==> src/rtl/stage_queue.sv <==
// stage_queue: multi-lane elastic queue placed between two superscalar
// pipeline stages. Up to WIDTH lane-packed entries are accepted per cycle,
// and the oldest WIDTH entries are presented in order. The consumer may take
// any count per cycle up to the number presented, and flush empties the queue.
//
// Ports:
//   clk        rising-edge clock
//   reset      asynchronous active-high reset (empties the queue at once)
//   in_valid   per-lane valid of incoming bundle, lane 0 oldest
//   in_data    incoming payloads, lane i at [i*DATA_W +: DATA_W]
//   in_ready   a full WIDTH bundle can be accepted this cycle
//   out_valid  prefix mask of presented entries, lane 0 oldest
//   out_data   presented payloads, same packing as in_data
//   out_take   number of presented entries consumed this cycle (clamped)
//   flush      discard all contents, including a same-cycle push
//   count      current occupancy
//
// DEPTH must be a power of two and at least 2*WIDTH.
module stage_queue #(
  parameter int DATA_W = 64,
  parameter int WIDTH  = 2,
  parameter int DEPTH  = 8
) (
  input  logic                         clk,
  input  logic                         reset,
  input  logic [WIDTH-1:0]             in_valid,
  input  logic [WIDTH*DATA_W-1:0]      in_data,
  output logic                         in_ready,
  output logic [WIDTH-1:0]             out_valid,
  output logic [WIDTH*DATA_W-1:0]      out_data,
  input  logic [$clog2(WIDTH+1)-1:0]   out_take,
  input  logic                         flush,
  output logic [$clog2(DEPTH+1)-1:0]   count
);

  localparam int PTR_W  = $clog2(DEPTH);
  localparam int CNT_W  = $clog2(DEPTH+1);
  localparam int TAKE_W = $clog2(WIDTH+1);

  logic [PTR_W-1:0]  head_q, head_d;
  logic [PTR_W-1:0]  tail_q, tail_d;
  logic [CNT_W-1:0]  count_q, count_d;

  logic [DATA_W-1:0] mem [DEPTH];

  logic [TAKE_W-1:0] n_push;
  logic [CNT_W-1:0]  n_take;
  logic [CNT_W-1:0]  take_ext;
  logic [CNT_W-1:0]  free_slots;
  logic              run;
  logic [WIDTH-1:0]  wr_en;
  logic [PTR_W-1:0]  wr_idx [WIDTH];
  logic [PTR_W-1:0]  rd_idx [WIDTH];

  // Ready depends only on registered occupancy, so no path from out_take or
  // flush reaches in_ready. count_q never exceeds DEPTH, so no underflow.
  assign free_slots = CNT_W'(DEPTH) - count_q;
  assign in_ready   = free_slots >= CNT_W'(WIDTH);
  assign count      = count_q;

  // Only the contiguous run of valid lanes starting at lane 0 is accepted;
  // anything after the first hole is ignored.
  always_comb begin
    n_push = '0;
    run    = 1'b1;
    for (int i = 0; i < WIDTH; i++) begin
      run = run & in_valid[i];
      if (run) n_push = n_push + TAKE_W'(1);
    end
    if (!in_ready) n_push = '0;
  end

  // Write lanes land at consecutive slots from tail; the pointer add wraps
  // naturally because DEPTH is a power of two.
  always_comb begin
    for (int i = 0; i < WIDTH; i++) begin
      wr_idx[i] = tail_q + PTR_W'(i);
      wr_en[i]  = (TAKE_W'(i) < n_push) && !flush;
    end
  end

  // Presentation reads straight from storage at head; entries pushed this
  // cycle only become visible once count_q has been updated.
  always_comb begin
    out_data = '0;
    for (int i = 0; i < WIDTH; i++) begin
      rd_idx[i]                    = head_q + PTR_W'(i);
      out_valid[i]                 = CNT_W'(i) < count_q;
      out_data[i*DATA_W +: DATA_W] = mem[rd_idx[i]];
    end
  end

  // Over-asking consumers are clamped to what is actually held.
  always_comb begin
    take_ext = CNT_W'(out_take);
    n_take   = (take_ext > count_q) ? count_q : take_ext;
  end

  // Push and pop apply together; flush overrides both.
  always_comb begin
    head_d  = head_q + PTR_W'(n_take);
    tail_d  = tail_q + PTR_W'(n_push);
    count_d = count_q + CNT_W'(n_push) - n_take;
    if (flush) begin
      head_d  = '0;
      tail_d  = '0;
      count_d = '0;
    end
  end

  always_ff @(posedge clk or posedge reset) begin
    if (reset) begin
      head_q  <= '0;
      tail_q  <= '0;
      count_q <= '0;
    end else begin
      head_q  <= head_d;
      tail_q  <= tail_d;
      count_q <= count_d;
    end
  end

  // Payload storage carries no reset; validity is tracked by count_q alone.
  always_ff @(posedge clk) begin
    for (int i = 0; i < WIDTH; i++) begin
      if (wr_en[i]) mem[wr_idx[i]] <= in_data[i*DATA_W +: DATA_W];
    end
  end

  // Occupancy never exceeds capacity and agrees with the pointer distance
  // except when completely full (where head == tail again).
  assert property (@(posedge clk) disable iff (reset)
    count_q <= CNT_W'(DEPTH));
  assert property (@(posedge clk) disable iff (reset)
    (count_q == CNT_W'(DEPTH)) || (PTR_W'(count_q) == PTR_W'(tail_q - head_q)));

endmodule

==> config.mk <==
export PLATFORM = sky130hd
export DESIGN_NAME = stage_queue
export DESIGN_NICKNAME = d
export VERILOG_FILES = /design/src/rtl/stage_queue.sv
export SDC_FILE = /design/constraint.sdc
export NUM_CORES = 1
export LEC_CHECK = 0
export CAP_MARGIN = 30
export CORE_AREA = 3 3 249 251
export CTS_CLUSTER_DIAMETER = 50
export DETAILED_ROUTE_END_ITERATION = 12
export DIE_AREA = 0 0 252 254
export PLACE_DENSITY = 0.72
export SLEW_MARGIN = 20
export SYNTH_ARGS = -nofsm -noshare
export SYNTH_HDL_FRONTEND = slang
export SYNTH_SLANG_ARGS = --single-unit
==> constraint.sdc <==
create_clock -name clk -period 5.5 [get_ports clk]
set_input_delay 1.375 -clock clk [delete_from_list [all_inputs] [get_ports clk]]
set_output_delay 1.375 -clock clk [all_outputs]
set_load 0.02 [all_outputs]
==> summary.txt, run 1 <==
Logic synthesis
  • Unique masters post-synth: 46
  • Synth top area share: 0.495
  • Synth area leaders: edfxtp_1 (49%), mux4_2 (19%), mux2_2 (17%), mux2_4 (8.2%), buf_6 (1.6%)
  • Fraction of registers with async set/reset: 0.0192
  • Syn_area_per_cell: 18.7 sq um
  • Area leader, netlist: edfxtp_1
  • Post-synth EDFFs: 512
  • Synth warn: 0
  • Cells after Synth: 1,662
  • Sequential-to-total area share from yosys stat: 0.503
  • Post-synth top flop: edfxtp_1
  • Synth Cell Area: 31,100 sq um
  • Post-synthesis register bit count: 522
  • Syn Nets: 1,815

Clock network
  • CTS tree: done
  • Post-CTS Setup Inserts: 0
  • Root buf cell: clkbuf_16
  • CTS-repair resized insts: 0
  • Clock slew at reported path FFs: 0.06 ns
  • Longest Clk Path Bufs: 3
  • Hold-fix buffers, CTS: 0
  • H-tree depth: 2
  • Sink Count: 522
  • Worst-skew pair later-pin latency: 0.62 ns
  • CTS Buf Count: 60

Worst hold path
  • Hold Crit Class: reg2reg
  • Min-delay src: count[2]

Floorplan
  • Core Region: 60,100 sq um
  • Die Footprint: 64,000 sq um
  • Initial Utilization: 0.517
  • Top Ports: 270
  • Chip width: 252 um
  • Chip height: 254 um
  • Site row count: 90

Power and ir drop
  • Pwr Density: 502 nW/um^2
  • Leakage dissipation: 12.4 nW
  • Switch Pwr: 6.48 mW
  • Clock power share: 0.213
  • Combinational power share: 0.512
  • Pint: 11.9 mW
  • Sequential Power Share: 0.275
  • Peak supply drop: 0.000492 V
  • Switching share of power: 0.353

Critical path
  • Reg-to-Reg Start: count[1]
  • Slowest stage cell, crit path: dfrtp_4
  • Crit Path Category: reg2out
  • Critical-path cell list: ha_4 > buf_12 > mux4_2 > mux2_2 > clkdlybuf4s50_1
  • Crit-path max cell delay: 0.94 ns
  • Crit end category: primary output
  • Worst Path Required: 4.12 ns
  • CP startpoint kind: register
  • Worst Setup SP: head_q[1]
  • WP data arrival: 3.61 ns
  • Max Fanout on Critical Path: 82

STA
  • Final setup vio count: 0
  • Post-route setup slack: 0.516 ns
  • Setup TNS: 0 ns
  • Max_slew headroom: 0.345
  • Final critical-path share of the clock period: 0.906
  • FMAX: 201 MHz
  • Crit path time final: 4.98 ns
  • Least-Margin Pin Slew: 0.978 ns
  • Clock Skew: 0.0137 ns
  • Hold Fails Final Rpt: 0
  • Final Max Tran Viols: 0
  • RSZ-0062 raised after global routing: false

Global routing
  • First-pass GRT wire length: 121,000 um
  • Grt ovf: 0
  • Vias in the first global route: 18,500
  • Initial antenna violation count: 18
  • Total GRT Usage: 0.256
  • Pin count of the biggest net entering global routing: 114

Route
  • Starting DRT DRC Count: 1,445
  • # DRC: 0
  • Vias/cell: 6.38
  • Vias: 17,600
  • WL/cell: 29.6 um
  • Total routed wirelength: 81,700 um
  • First drt pass iteration count: 5
  • Antenna Nets Post-Route: 0

Outcome
  • Outcome: completed

Placed design
  • Pre-CTS setup slack: 1.09 ns
  • # port buffers: 269
  • HPWL Detailed: 46,500 um
  • Final GP Congestion: 0.790

Layout
  • Share of layout cells above drive strength 1: 0.528
  • Area Growth Syn to Fin: 17.6%
  • Final nets: 2,067

Job
  • Max-cap check violation count: 0
-- path summary, 6_finish.rpt --
check | slack [ns] | depth (start not counted) | end
worst max-delay path | 0.52 | 5 | out_data[84]
worst min-delay path | 0.81 | 3 | head_q[2]
worst max register to register | 1.69 | 8 | mem[2][48]
worst min register to register | 0.81 | 3 | head_q[2]
max in group asynchronous | 4.08 | 2 | head_q[1]
min in group asynchronous | 1.07 | 2 | count[1]
-- layout by cell type (no fill, tap or decap), types with 10 or more instances in the layout --
| cell | instances |
|---|---|
| clkbuf_16 | 61 |
| clkbuf_1 | 13 |
| clkdlybuf4s50_1 | 269 |
| buf_4 | 26 |
| mux4_2 | 256 |
| nand2_1 | 10 |
| diode_2 | 11 |
| mux2_4 | 169 |
| mux2_2 | 456 |
| buf_12 | 18 |
| nor2_1 | 11 |
| edfxtp_1 | 512 |
| clkinv_1 | 18 |
| mux2_1 | 15 |
| ha_1 | 14 |
| inv_1 | 13 |
-- cells in the mapped netlist, types with 10 or more instances --
| master | instances |
|---|---|
| clkbuf_1 | 33 |
| nor2_1 | 18 |
| mux2_4 | 169 |
| inv_1 | 13 |
| dfrtp_1 | 10 |
| buf_6 | 43 |
| ha_1 | 15 |
| mux4_2 | 256 |
| edfxtp_1 | 512 |
| mux2_1 | 15 |
| mux2_2 | 456 |
| nand2_1 | 10 |
| buf_2 | 45 |
-- area by class of cell --
class                      count  area [sq um]
fill                        4405         23600
antenna                       11          27.5
inverter                      13          48.8
sequential                   522         15600
multi-input combinational   1003         14700
clock buffer                  74          1580
tap                          782           978
timing repair buffer         314          3280
clock inverter                37           339
-- kinds of logic (layout without fill, tap and decap cells) --
group                    after synthesis  count (layout)  synth area share
XOR/XNOR                               9               9           0.00302
multiplexers                         896             896             0.438
other                                  0              11                 0
buffers and inverters                137             438            0.0289
adder cells (fa/ha/maj)               18              18           0.00797
AO/OA/AOI/OAI                         31              31            0.0113
flip-flops                           522             522             0.503
AND/OR/NAND/NOR                       49              49           0.00781
-- layer usage --
layer,up-vias,wire length [um],GRT usage
met4,16,1220,0.0555
met1,9351,33400,0.349
met2,620,40400,0.424
met3,107,6520,0.0589
li1,7488,-,-
met5,-,99,0
-- critical path, delay by kind of cell (launching register included) --
kind	cells	cell delay, ns
buf+inv	2	0.98
flops	1	0.94
mux	2	0.70
fa+ha+maj	1	0.25
-- power by group through the flow --
stage               logic (mW)  clock network (mW)  registers (mW)
floorplan                 6.11                   0            4.92
global placement          9.41                   0            5.10
detailed placement        9.46                   0            5.12
CTS                       9.52                3.98            5.04
global route              9.91                4.13            5.08
finish                    9.40                3.91            5.04
-- sequential cells by signal (all words and copies together) (netlist names) --
| register | cells |
|---|---|
| count | 4 |
| head_q | 3 |
| mem | 512 |
| tail_q | 3 |
-- stage by stage --
stage	area [sq um]	util	total power [mW]	hold WS [ns]	std cells
6_report	36500	0.608	18.4	0.809	2756
5_1_grt	36500	0.607	19.1	0.876	2751
4_1_cts	36500	0.607	18.5	0.812	2745
3_5_place_dp	34600	0.575	14.6	0.790	2634
3_3_place_gp	34600	0.575	14.5	0.785	2633
2_1_floorplan	31100	-	11.0	0.612	1662
(Power assumes the default switching activity.)
==> inputs of run 2 (changes only) <==
Settings changed: CORE_AREA 3 3 249 251 to 2 2 248 250, DIE_AREA 0 0 252 254 to 0 0 250 252.
==> run 2 against run 1 <==
Compared with the run above:
- via count up 0.86%
- setup slack better by 0.047 ns
- die area down 1.6%
- highest routed layer unchanged
- non-clock buffer count up 1
- largest power group unchanged
- design area down 0.11%
==> summary.txt, run 2 (synthesis gave the netlist of run 1 again) <==
Outcome
  • Outcome: completed

STA
  • FMAX: 203 MHz (+0.95%)
  • Final setup vio count: 0 (unchanged)
  • Crit path time final: 4.94 ns (-0.0467 ns)
  • Max_slew headroom: 0.289 (-0.0559)
  • Setup TNS: 0 ns (unchanged)
  • Final Max Tran Viols: 0 (unchanged)
  • Hold Fails Final Rpt: 0 (unchanged)
  • Clock Skew: 0.0122 ns (-0.00153 ns)
  • RSZ-0062 raised after global routing: false
  • Final critical-path share of the clock period: 0.898 (-0.00850)
  • Least-Margin Pin Slew: 1.07 ns (+0.0886 ns)

Layout
  • Post-route insts no fill: 2,750 (-0.22%)
  • Area Growth Syn to Fin: 17.5%
  • Seq. cell area: 15,600 sq um (unchanged)
  • Post-route cell area: 36,500 sq um (-0.11%)
  • Area of the multi-input gates: 14,700 sq um (unchanged)
  • Most frequent cells in the layout: edfxtp_1 (512), mux2_2 (456), clkdlybuf4s50_1 (269), mux4_2 (256), mux2_4 (169)
  • Final nets: 2,068 (+0.048%)
  • Commonest non-fill, non-tap cell in the layout: edfxtp_1
  • Share of layout cells above drive strength 1: 0.529 (+0.000779)
  • Max FFs per register: 512 (unchanged)
  • Filler cells: 4,425 (+0.45%)
  • Post-Route Utilization: 0.607 (-0.000645)

Critical path
  • R2R Setup Slk: 1.66 ns (-0.03 ns)
  • CP startpoint kind: register
  • WP data arrival: 3.56 ns (-0.05 ns)
  • Max Fanout on Critical Path: 33 (-60%)
  • Crit end category: primary output
  • Crit Path Category: reg2out
  • Worst Path Required: 4.12 ns (about the same)

Global routing
  • Vias in the first global route: 18,700 (+1.0%)
  • Total GRT Usage: 0.261 (+0.00489)
  • Initial antenna violation count: 13 (-5)
  • First-pass GRT wire length: 121,000 um (about the same)
  • Grt ovf: 0 (unchanged)
  • Pin count of the biggest net entering global routing: 147 (+29%)

Floorplan
  • Site row count: 90 (unchanged)
  • Chip width: 250 um (-0.79%)
  • Die Footprint: 63,000 sq um (-1.6%)
  • Top Ports: 270 (unchanged)
  • Chip height: 252 um (-0.79%)
  • Core Region: 60,100 sq um (unchanged)
  • Initial Utilization: 0.517 (unchanged)

Power and ir drop
  • Peak supply drop: 0.000754 V (+53%)
  • Leakage dissipation: 12.4 nW (about the same)
  • Clock power share: 0.214 (about the same)
  • Power, Total: 18.4 mW (+0.42%)
  • Sequential Power Share: 0.268 (-0.007)
  • Combinational power share: 0.518 (+0.006)
  • Pwr Density: 505 nW/um^2 (+0.53%)
  • Pint: 11.9 mW (+0.21%)
  • Switching share of power: 0.354 (+0.00138)
  • Switch Pwr: 6.53 mW (+0.82%)

Route
  • WL met2: 40,700 um (+0.53%)
  • Vias: 17,700 (+0.86%)
  • Starting DRT DRC Count: 1,413 (-2.2%)
  • Antenna Nets Post-Route: 0 (unchanged)
  • Routed met3 length: 6030 um (-7.6%)
  • First drt pass iteration count: 7 (+2)
  • Metal1 wirelength: 33,500 um (+0.20%)
  • # DRC: 0 (unchanged)
  • Uppermost layer routed: met5
  • Total routed wirelength: 82,200 um (+0.59%)
  • WL/cell: 29.9 um (+0.81%)
  • Vias/cell: 6.45 (+1.1%)

Clock network
  • CTS Buf Count: 60 (unchanged)
  • Sink Count: 522 (unchanged)
  • Hold-fix buffers, CTS: 0 (unchanged)
  • Root buf cell: clkbuf_16
  • H-tree depth: 2 (unchanged)
  • CTS tree: done
  • Post-CTS Setup Inserts: 0 (unchanged)
  • Longest Clk Path Bufs: 3 (unchanged)
  • Clock slew at reported path FFs: 0.06 ns (about the same)
  • CTS-repair resized insts: 0 (unchanged)
  • Worst-skew pair later-pin latency: 0.61 ns (about the same)

Worst hold path
  • Hold Crit Class: reg2reg

Placed design
  • Final GP Congestion: 0.789 (-0.13%)
  • Placed cells: 2,635 (+0.038%)
  • DP Area: 34,600 sq um (-0.10%)
  • # port buffers: 269 (unchanged)
  • HPWL Detailed: 46,800 um (+0.66%)

Job
  • Max-cap check violation count: 0 (unchanged)
## run 2: changes by cell type in the layout (fill, tap and decap cells not counted), sizes merged
cell	before	now
buf	45	46
bufinv	6	7
clkbuf	74	75
clkinv	25	21
clkinvlp	2	4
diode	11	6
inv	17	15
## run 2: per-stage QoR
stage	setup WS, ns	hold WS [ns]
after global placement	1.21	0.795
final	0.563	0.828
after CTS	0.535	0.824
after global routing	0.487	0.874
after detailed placement	1.13	0.817
after floorplan	0.368	0.612
## run 2: power groups by stage
stage | logic [mW] | registers [mW] | clock network (mW)
final | 9.54 | 4.94 | 3.95
after CTS | 9.64 | 4.93 | 4.00
after detailed placement | 9.59 | 5.01 | 0
after global routing | 10.0 | 4.96 | 4.16
after floorplan | 6.11 | 4.92 | 0
after global placement | 9.51 | 4.99 | 0
## run 2: layer usage
layer	track usage	vias to the layer above
met1	0.353	9437
li1	-	7483
met3	0.0504	141
met2	0.435	657
met5	0	-
met4	0.0703	16
## run 2: final cells by class
cell class	count	area share
Antenna cell	6	0.000411
Sequential cell	522	0.428
Clock inverter	34	0.00943
Clock buffer	75	0.0433
Tap cell	782	0.0268
Multi-Input combinational cell	1003	0.401
Inverter	13	0.00134
Timing Repair Buffer	315	0.0888
## run 2: worst max-delay path, stage by stage, from the launching register on
cell and delay (ns):
dfrtp_4 0.52, ha_4 0.67, buf_4 0.44, mux4_2 0.34, mux2_2 0.29, clkdlybuf4s50_1 0.63
## run 2: final timing paths
path | to | cells after the start | startpoint
hold / removal | tail_q[2] | 2 | tail_q[2]
min in group asynchronous | count[3] | 2 | reset
setup / recovery | out_data[64] | 5 | head_q[0]
max in group asynchronous | head_q[2] | 2 | reset
hold reg to reg | tail_q[2] | 2 | tail_q[2]
setup reg to reg | mem[7][26] | 8 | count[1]
==> inputs of run 3 (changes only) <==
Settings changed: CAP_MARGIN 30 to not set, CORE_AREA 2 2 248 250 to 2 2 282 284, DIE_AREA 0 0 250 252 to 0 0 284 286, PLACE_DENSITY 0.72 to not set.
==> run 3 against run 2 <==
Compared with the run above:
- design area increased by 2.1%
- non-clock buffer count up 7
- first-iteration DRC count down 4.0%
- die area grew 29%
- clock skew up 0.010 ns
- maximum frequency increased by 0.25%
- via count shrank 0.30%
- sequential power about the same
- worst hold slack worse by 0.016 ns
- sequential share of layout area decreased by 0.88 points
- power increased by 3.4%
- count of clock-buffer cells in the layout grew 7
- critical path type unchanged
==> summary.txt, run 3 (synthesis gave the netlist of run 1 again) <==
Critical path
  • CP startpoint kind: register
  • WP buf/inv: 2 (unchanged)
  • Crit end category: primary output
  • Worst Path Required: 4.12 ns (about the same)
  • Reg-to-Reg Start: count[1]
  • Critical-path cell list: ha_4 > buf_12 > mux4_2 > mux2_2 > clkdlybuf4s50_1
  • Slowest stage cell, crit path: dfrtp_4
  • Crit Path Category: reg2out
  • WP data arrival: 3.55 ns (about the same)
  • Top delay family on crit path: buffers and inverters
  • Crit-path max cell delay: 0.68 ns (about the same)
  • Worst Setup SP: head_q[0]
  • Max Fanout on Critical Path: 48 (+45%)

Worst hold path
  • Hold Crit Class: reg2reg
  • Min-delay src: count[2]

Global routing
  • Vias in the first global route: 18,900 (+1.4%)
  • Total GRT Usage: 0.219 (-0.0416)
  • First-pass GRT wire length: 130,000 um (+7.6%)
  • Grt ovf: 0 (unchanged)
  • Initial antenna violation count: 11 (-2)
  • Pin count of the biggest net entering global routing: 100 (-32%)

Placed design
  • Final GP Congestion: 0.746 (-5.5%)
  • HPWL Detailed: 50,900 um (+8.7%)
  • # port buffers: 269 (unchanged)
  • DP Area: 35,000 sq um (+1.3%)
  • Placed cells: 2,910 (+10%)

Clock network
  • CTS Buf Count: 69 (+15%)
  • Sink Count: 522 (unchanged)
  • CTS tree: done
  • Root buf cell: clkbuf_16
  • Hold-fix buffers, CTS: 0 (unchanged)
  • Clock slew at reported path FFs: 0.06 ns (about the same)
  • H-tree depth: 3 (+1)
  • CTS-repair resized insts: 0 (unchanged)
  • Worst-skew pair later-pin latency: 0.61 ns (about the same)
  • Longest Clk Path Bufs: 3 (unchanged)
  • Post-CTS Setup Inserts: 0 (unchanged)

Power and ir drop
  • Switching share of power: 0.355 (+0.000572)
  • Sequential Power Share: 0.260 (-0.008)
  • Switch Pwr: 6.76 mW (+3.5%)
  • Pwr Density: 511 nW/um^2 (+1.3%)
  • Clock power share: 0.235 (+0.021)
  • Leakage dissipation: 12.6 nW (+1.7%)
  • Pint: 12.3 mW (+3.3%)
  • Combinational power share: 0.505 (-0.013)
  • Peak supply drop: 0.000433 V (-43%)

Route
  • # DRC: 0 (unchanged)
  • WL/cell: 29.5 um (-1.4%)
  • Vias: 17,700 (-0.30%)
  • Antenna Nets Post-Route: 0 (unchanged)
  • First drt pass iteration count: 5 (-2)
  • Vias/cell: 5.82 (-9.7%)
  • Total routed wirelength: 89,500 um (+8.9%)
  • Starting DRT DRC Count: 1,357 (-4.0%)

Layout
  • Post-Route Utilization: 0.475 (-0.131)
  • Filler cells: 6,660 (+51%)
  • Post-route insts no fill: 3,036 (+10%)
  • Post-route cell area: 37,300 sq um (+2.1%)
  • Area of the multi-input gates: 14,700 sq um (unchanged)
  • Max FFs per register: 512 (unchanged)
  • Most frequent cells in the layout: edfxtp_1 (512), mux2_2 (456), clkdlybuf4s50_1 (269), mux4_2 (256), mux2_4 (169)
  • Seq. cell area: 15,600 sq um (unchanged)
  • Share of layout cells above drive strength 1: 0.537 (+0.00801)
  • Area Growth Syn to Fin: 19.9%
  • Final nets: 2,084 (+0.77%)
  • Commonest non-fill, non-tap cell in the layout: edfxtp_1

STA
  • Clock Skew: 0.0222 ns (+0.0100 ns)
  • Final critical-path share of the clock period: 0.895 (-0.00224)
  • Final setup vio count: 0 (unchanged)
  • Least-Margin Pin Slew: 1.14 ns (+0.0745 ns)
  • Setup TNS: 0 ns (unchanged)
  • Hold Fails Final Rpt: 0 (unchanged)
  • Crit path time final: 4.93 ns (-0.0123 ns)
  • FMAX: 203 MHz (+0.25%)
  • RSZ-0062 raised after global routing: false
  • Max_slew headroom: 0.236 (-0.0533)
  • Final Max Tran Viols: 0 (unchanged)

Floorplan
  • Die Footprint: 81,200 sq um (+29%)
  • Chip width: 284 um (+14%)
  • Initial Utilization: 0.396 (-0.120)
  • Core Region: 78,400 sq um (+30%)
  • Site row count: 103 (+14%)
  • Chip height: 286 um (+13%)
  • Top Ports: 270 (unchanged)

Outcome
  • Outcome: completed

Job
  • Max-cap check violation count: 0 (unchanged)
[run 3: changes by cell type in the layout (fill, tap and decap cells not counted), moves of 3 or more]
cell	change
clkbuf_16	+10
diode_2	-3
clkbuf_1	-3
clkinv_1	-3
buf_12	+8
inv_6	+6
[run 3: area by class of cell]
class / count / area share
flip-flops and latches: 522 / 0.420
multi-input cells: 1003 / 0.393
repair buffers: 322 / 0.0900
clock buffers: 82 / 0.0488
well taps: 1050 / 0.0353
clock inverters: 41 / 0.0115
inverters: 13 / 0.00131
diodes: 3 / 0.000202
[run 3: worst paths after layout]
check | to | slack, ns | cells past startpoint
max in group asynchronous | head_q[2] | 4.08 | 2
max reg2reg | mem[0][28] | 1.64 | 9
min in group asynchronous | head_q[0] | 1.08 | 2
max | out_data[66] | 0.57 | 5
min | head_q[2] | 0.81 | 3
min reg2reg | head_q[2] | 0.81 | 3
[run 3: worst register-to-register path, stage by stage (launching register included)]
cell and delay (ns):
dfrtp_1 0.55, inv_1 0.17, ha_1 0.30, a211oi_1 0.31, o41ai_4 0.14, buf_4 0.24, o211ai_4 0.71, buf_4 0.45
buf_4 0.38, mux2_2 0.38
[run 3: metal layers]
metal  up-vias  GRT usage  wire length [um]  part of all wire
met3       125     0.0405              4820             0.054
met4        16     0.0620              1940             0.022
li1       7538          -                 -                 -
met2       495      0.362             43800              0.49
met5         -          0               110            0.0012
met1      9507      0.296             38900              0.43
[run 3: through the flow]
stage	worst slack (ns)	total power, mW	hold slack (ns)
2_1_floorplan	0.368	11.0	0.612
3_3_place_gp	1.19	14.7	0.783
3_5_place_dp	1.18	14.7	0.793
4_1_cts	0.529	19.3	0.818
5_1_grt	0.430	19.8	0.861
6_report	0.575	19.1	0.811
[run 3: power groups by stage]
| stage | Combinational, mW | Sequential [mW] | Clock [mW] |
|---|---|---|---|
| 5_1_grt | 10.1 | 4.99 | 4.71 |
| 6_report | 9.62 | 4.96 | 4.48 |
| 3_3_place_gp | 9.68 | 5.02 | 0 |
| 4_1_cts | 9.76 | 4.96 | 4.56 |
| 2_1_floorplan | 6.11 | 4.92 | 0 |
| 3_5_place_dp | 9.70 | 5.04 | 0 |
